**config.mk**
```make
export PLATFORM = sky130hd
export DESIGN_NAME = systolic_fpga_example_lane_accum
export DESIGN_NICKNAME = d
export VERILOG_FILES = /design/src/rtl/systolic_fpga_example_lane_accum.sv
export SDC_FILE = /design/constraint.sdc
export NUM_CORES = 2
export LEC_CHECK = 0
export ABC_AREA = 1
export ABC_CLOCK_PERIOD_IN_PS = 39700
export CAP_MARGIN = 20
export CORE_MARGIN = 2
export CORE_UTILIZATION = 35
export DETAILED_ROUTE_END_ITERATION = 7
export PLACE_DENSITY = 0.57
export SYNTH_ARGS = -nofsm -noshare
export SYNTH_HDL_FRONTEND = slang
export SYNTH_SLANG_ARGS = --single-unit
```
**constraint.sdc**
```tcl
create_clock -name aclk -period 39.7 [get_ports aclk]
set_input_delay 7.94 -clock aclk [delete_from_list [all_inputs] [get_ports aclk]]
set_output_delay 7.94 -clock aclk [all_outputs]
set_load 0.1 [all_outputs]
```
**src/rtl/systolic_fpga_example_lane_accum.sv**
```systemverilog
// Per-lane packet accumulator for a 512-bit AXI4-Stream: sums each lane across a tlast-terminated
// packet and emits one registered result beat. Define LANE_ACCUM_SATURATE_EN for saturating lane adds.
module systolic_fpga_example_lane_accum #(
    parameter int unsigned C_AXIS_TDATA_WIDTH = 512,
    parameter int unsigned C_LANE_BIT_WIDTH   = 32,
    parameter int unsigned C_BEAT_CNT_WIDTH   = 16
) (
    input  logic                              aclk,
    input  logic                              areset,
    input  logic                              s_axis_tvalid,
    output logic                              s_axis_tready,
    input  logic [C_AXIS_TDATA_WIDTH-1:0]     s_axis_tdata,
    input  logic [C_AXIS_TDATA_WIDTH/8-1:0]   s_axis_tkeep,
    input  logic                              s_axis_tlast,
    output logic                              m_axis_tvalid,
    input  logic                              m_axis_tready,
    output logic [C_AXIS_TDATA_WIDTH-1:0]     m_axis_tdata,
    output logic [C_AXIS_TDATA_WIDTH/8-1:0]   m_axis_tkeep,
    output logic                              m_axis_tlast,
    output logic [31:0]                       stat_pkt_count,
    output logic [C_BEAT_CNT_WIDTH-1:0]       stat_last_beats
);

    localparam int unsigned LW = C_LANE_BIT_WIDTH;
    localparam int unsigned NL = C_AXIS_TDATA_WIDTH / C_LANE_BIT_WIDTH;
    localparam int unsigned KB = C_LANE_BIT_WIDTH / 8;
    localparam int unsigned KW = C_AXIS_TDATA_WIDTH / 8;

    typedef enum logic [0:0] {
        S_IDLE  = 1'b0,
        S_ACCUM = 1'b1
    } state_t;

    state_t                          r_state;
    logic [C_AXIS_TDATA_WIDTH-1:0]   r_acc;
    logic [C_AXIS_TDATA_WIDTH-1:0]   w_sum;
    logic [C_BEAT_CNT_WIDTH-1:0]     r_beat_cnt;
    logic [C_BEAT_CNT_WIDTH-1:0]     w_cnt_next;
    logic [C_AXIS_TDATA_WIDTH-1:0]   r_m_tdata;
    logic [KW-1:0]                   r_m_tkeep;
    logic                            r_m_tvalid;
    logic                            r_m_tlast;
    logic [31:0]                     r_pkt_count;
    logic [C_BEAT_CNT_WIDTH-1:0]     r_last_beats;
    logic                            w_s_tready;
    logic                            w_accept;
    logic                            w_complete;

    assign w_s_tready = ~areset & (~r_m_tvalid | m_axis_tready);
    assign w_accept   = s_axis_tvalid & w_s_tready;
    assign w_complete = w_accept & s_axis_tlast;

    // First beat of a packet restarts the count at 1; afterwards it saturates at all-ones.
    assign w_cnt_next = (r_state == S_IDLE) ? C_BEAT_CNT_WIDTH'(1)
                      : ((&r_beat_cnt) ? r_beat_cnt : r_beat_cnt + 1'b1);

    genvar g;
    for (g = 0; g < NL; g++) begin : g_lane
        logic          w_lane_en;
        logic [LW-1:0] w_lane;
        logic [LW-1:0] w_base;

        assign w_lane_en = &s_axis_tkeep[g*KB +: KB];
        assign w_lane    = w_lane_en ? s_axis_tdata[g*LW +: LW] : '0;
        assign w_base    = (r_state == S_IDLE) ? '0 : r_acc[g*LW +: LW];
`ifdef LANE_ACCUM_SATURATE_EN
        logic [LW:0] w_add;
        assign w_add = {1'b0, w_base} + {1'b0, w_lane};
        assign w_sum[g*LW +: LW] = w_add[LW] ? '1 : w_add[LW-1:0];
`else
        assign w_sum[g*LW +: LW] = w_base + w_lane;
`endif
    end

    always_ff @(posedge aclk or posedge areset) begin
        if (areset) begin
            r_state      <= S_IDLE;
            r_acc        <= '0;
            r_beat_cnt   <= '0;
            r_m_tvalid   <= 1'b0;
            r_m_tdata    <= '0;
            r_m_tkeep    <= '0;
            r_m_tlast    <= 1'b0;
            r_pkt_count  <= '0;
            r_last_beats <= '0;
        end else begin
            if (w_accept) begin
                r_acc      <= w_sum;
                r_beat_cnt <= w_cnt_next;
                r_state    <= s_axis_tlast ? S_IDLE : S_ACCUM;
            end
            // A completion reloads the output even while the previous result transfers.
            if (w_complete) begin
                r_m_tvalid   <= 1'b1;
                r_m_tdata    <= w_sum;
                r_m_tkeep    <= '1;
                r_m_tlast    <= 1'b1;
                r_last_beats <= w_cnt_next;
                r_pkt_count  <= r_pkt_count + 32'd1;
            end else if (r_m_tvalid & m_axis_tready) begin
                r_m_tvalid <= 1'b0;
                r_m_tkeep  <= '0;
                r_m_tlast  <= 1'b0;
            end
        end
    end

    assign s_axis_tready   = w_s_tready;
    assign m_axis_tvalid   = r_m_tvalid;
    assign m_axis_tdata    = r_m_tdata;
    assign m_axis_tkeep    = r_m_tkeep;
    assign m_axis_tlast    = r_m_tlast;
    assign stat_pkt_count  = r_pkt_count;
    assign stat_last_beats = r_last_beats;

endmodule

```
Yosys cells after proc, flatten, opt, wreduce, memory -nomap -nowiden:

Index checks and enable logic that the tools add are counted.

* add/subtract/negate cells: 18
* multiplexer cells: 39
* bitwise gates (word level): 7
* reductions and logical operators: 18

Operator list (number)
* 2-to-1 mux 32 bit: 32
* adder 32 bit: 16
* 2-to-1 mux 64 bit: 2
* AND reduction 4 bit: 16
* adder 32 x 1 -> 32 bit, second input constant: 1
* 2-to-1 mux 16 bit: 2
* adder 16 x 1 -> 16 bit, second input constant: 1
* AND reduction 16 bit: 1
* AND 1 bit: 4
* 2-to-1 mux 1 bit: 3
* NOT 1 bit: 2
* nonzero test 2 bit: 1
* bitwise OR 1 bit: 1

* bits in registers: 1154
* input port bits: 581
* output and inout bits: 627
* logic and storage cells: 90

Logic depth before layout (Yosys ltp):

* word-level depth: 6
* mapped depth: 20
* mapped depth without buffers: 18

Worst setup path before layout:

OpenSTA, ideal clock, no wires.

* path type: input port to output port
* start point: in m_axis_tready
* end point: out s_axis_tready
* arrival time: 8.795 ns
* data required time: 31.760 ns
* slack: 22.965 ns
* stages on the path: 2
* path buffers: 0
* cell sequence: nor2_2 nor2_2

* cells in the longest elaborated chain, start to end: 2

RTL lines
* start: declaration: line 16 `input logic m_axis_tready,`
* bitwise OR 1 bit: line 49 `assign w_s_tready = ~areset & (~r_m_tvalid | m_axis_tready);`
* AND 1 bit: line 49
* end: declaration: line 11 `output logic s_axis_tready,`

Every way passes these cells.

Worst setup path in the final report:

* start point: in areset
* end point: out s_axis_tready

* cells in the longest elaborated chain, start to end: 2

RTL lines
* start: declaration: line 9 `input logic areset,`
* NOT 1 bit: line 49
* AND 1 bit: line 49

Every way passes these cells.

==> metrics.txt <==
count of buffers inserted at the top-level ports 1207; max-capacitance violation count 0; initial antenna violation count 55; clock root buffer sky130_fd_sc_hd__clkbuf_16; CTS H-Tree Depth 4; met3 track demand over resource 3.887%; register bit count reported by yosys 1090; setup repair after global routing missed its margin false; number of ports placed on the die boundary 1208; dpl ws 21.75 ns; proportion of power drawn by the clock network 32.8%; worst clock skew on the final layout 0.03969 ns; clock tree buffer depth 3; vias after detailed routing 87240; Power Total 0.004182 W; Data required, critical path 31.76 ns; critical path peak fanout 3; combinational cell fraction of total power 34.4%; DRT antenna net count 0; final setup violation count 0; worst hold path class reg -> reg; number of hold violations in the final report 0; Via-to-Cell Ratio 4.629; combined area of the multi-input logic cells 46870 sq um; power per standard cell area 39.29 nW/um^2; overall routed net length 329.2 mm; Die Y-Extent 502.0 microns; number of design rule violations left after detail routing 0; wire length of the first global-routing pass 495.4 mm; leading cell type in the layout, fill and taps excluded sky130_fd_sc_hd__nand2_1; Synthesized Nets 15490; total clock sinks 1090; worst setup slack for register-to-register paths 34.78 ns; pin count of the biggest net entering global routing 189; switching share of total power 41.53%; number of DRC violations after detailed-routing iteration 0 6409; sum of negative setup slack 0 ns; fraction of layout instances using a drive strength above 1 2.400%; maximum clock rate 55.73 MHz; detailed placement HPWL 260.0 mm; flip-flop cell with the highest count after synthesis sky130_fd_sc_hd__dfrtp_1; cell area after synthesis 86810 sq um; shortest period the worst path allows 17.94 ns; routability-driven placement congestion ratio 0.9641; die area 252000 sq um; max_slew headroom 18.85%; Worst-path clk slew 0.05 ns; overall global routing resource usage 25.48%; run status finished, final reports clean; Core Box Area 246200 sq um; Tcrit/Tclk final 45.20%; Storage cell area 27280 sq um; count of buffers added by post-CTS timing repair for setup 0; Die X 502.0 microns; Detailed Routing Iterations Pass 1 6; endpoint type of the worst setup path output pin; initial core utilization 35.26%; EDFF count, synth 0; Tightest Pin Transition 1.214 ns; Peak VDD IR 0.03945 mV; most frequent cells in the layout sky130_fd_sc_hd__nand2_1 (6110), sky130_fd_sc_hd__inv_1 (2821), sky130_fd_sc_hd__clkdlybuf4s50_1 (1151); final setup margin 21.76 ns; Hold WS 0.4745 ns; overflow left after global routing 0; share of synthesized registers carrying an async set or reset 100.0%; Final Max Tran Viols 0; WL/cell 17.47 microns; total leakage power 65.12 nW; Setup CP Type in -> out; Net Sw Power 0.001737 W; clock tree from TritonCTS done; post-synthesis average cell area 6.030 sq um; met2 Resource Use GR 41.07%; sequential cell area fraction in the yosys report 31.42%; hold buffer count at cts 0; vias in the first global route 81600; total of fill cells in the finished design 26650; layout net count 16500; synthesized instance count 14400; share of total power in sequential cells 32.8%; startpoint kind of the worst setup timing path primary input; area grow syn2layout 22.60%; latest clock arrival within the worst-skew pair 0.80 ns; number of different library cells in the post-synthesis netlist 31; GR Layer Usage met1 34.04%; number of clock buffers inserted by TritonCTS 140; number of gates resized after cts 0; Synthesis Warnings 0; arrival time of data at the critical path endpoint 10.00 ns; layer with the highest usage met2; # rows 182; cell-internal power 0.002445 W
-- area by class of cell --
type | instances | share of cell area, %
flip-flops and latches | 1090 | 25.63
inverters | 2824 | 9.967
diodes | 31 | 0.07289
clock inverters | 64 | 0.8430
repair buffers | 1273 | 11.82
well taps | 3312 | 3.894
clock buffers | 180 | 3.721
multi-input cells | 10070 | 44.04
-- worst max-delay path: stages --
cell	delay (ns)
sky130_fd_sc_hd__clkdlybuf4s50_1	0.57
sky130_fd_sc_hd__nor2_2	0.31
sky130_fd_sc_hd__clkdlybuf4s50_1	1.18
-- Yosys cell counts (4+ instances only) --
cell type | n | area (sq um)
sky130_fd_sc_hd__buf_2 | 211 | 1056
sky130_fd_sc_hd__o21bai_1 | 48 | 360.4
sky130_fd_sc_hd__fa_1 | 16 | 320.3
sky130_fd_sc_hd__dfrtp_1 | 1090 | 27280
sky130_fd_sc_hd__buf_1 | 9 | 33.78
sky130_fd_sc_hd__ha_1 | 498 | 6231
sky130_fd_sc_hd__nor3_1 | 67 | 335.3
sky130_fd_sc_hd__nor2_2 | 4 | 25.02
sky130_fd_sc_hd__or2_2 | 4 | 25.02
sky130_fd_sc_hd__nand3b_1 | 73 | 548.0
sky130_fd_sc_hd__nand3_1 | 1008 | 5045
sky130_fd_sc_hd__o21ai_0 | 394 | 1972
sky130_fd_sc_hd__clkbuf_1 | 118 | 442.9
sky130_fd_sc_hd__nor2_1 | 1148 | 4309
sky130_fd_sc_hd__buf_4 | 69 | 518.0
sky130_fd_sc_hd__xor2_1 | 86 | 753.2
sky130_fd_sc_hd__nand2_1 | 6111 | 22940
sky130_fd_sc_hd__inv_1 | 2823 | 10600
sky130_fd_sc_hd__a21o_1 | 16 | 120.1
sky130_fd_sc_hd__a21oi_1 | 327 | 1637
sky130_fd_sc_hd__xnor2_1 | 197 | 1725
sky130_fd_sc_hd__nand4_1 | 65 | 406.6
-- power groups by stage --
stage,clock (W),sequential (W),combinational (W)
after floorplan,0,0.00193,0.000456
after global placement,0,0.00139,0.00143
after detailed placement,0,0.00139,0.00144
after CTS,0.00141,0.00137,0.00145
after global routing,0.00145,0.00139,0.00153
final,0.00137,0.00137,0.00144
-- logic make-up (layout without fill, tap and decap cells) --
logic type | Yosys count | after routing | share of synthesized area (%)
adders and majority gates | 514 | 514 | 7.547
other | 0 | 31 | 0
buffers and inverters | 3234 | 4341 | 14.61
xor gates and xnor gates | 283 | 283 | 2.855
and+or+nand+nor | 8489 | 8489 | 38.85
AOI/OAI and AO/OA | 786 | 786 | 4.716
DFF | 1090 | 1090 | 31.42
-- through the flow --
stage          area (sq um)  std cells  util (%)
5_1_grt              106400      18840     43.23
3_3_place_gp         101400      18570     41.18
4_1_cts              106300      18810     43.18
2_1_floorplan         86810      14400         -
3_5_place_dp         101400      18570     41.21
6_report             106400      18850     43.23
-- worst paths after layout --
| kind | from | to | cells past startpoint |
|---|---|---|---|
| max | areset | s_axis_tready | 3 |
| max in group asynchronous | areset | r_acc[382] | 6 |
| min reg2reg | r_acc[224] | r_acc[224] | 2 |
| min | r_acc[224] | r_acc[224] | 2 |
| max reg2reg | m_axis_tkeep[62] | m_axis_tdata[433] | 10 |
| min in group asynchronous | areset | m_axis_tkeep[62] | 2 |
-- flip-flops by register name (all words and copies together), names as in the netlist --
register,flops
m_axis_tdata,512
stat_last_beats,16
m_axis_tkeep,1
r_state,1
r_acc,512
stat_pkt_count,32
r_beat_cnt,16
-- layer usage --
metal | vias to the layer above | share of wire (%)
li1 | 45070 | -
met1 | 39460 | 45
met2 | 2244 | 45
met3 | 449 | 5.7
met4 | 18 | 4.2
met5 | - | 0.038
(Power assumes the default switching activity.)
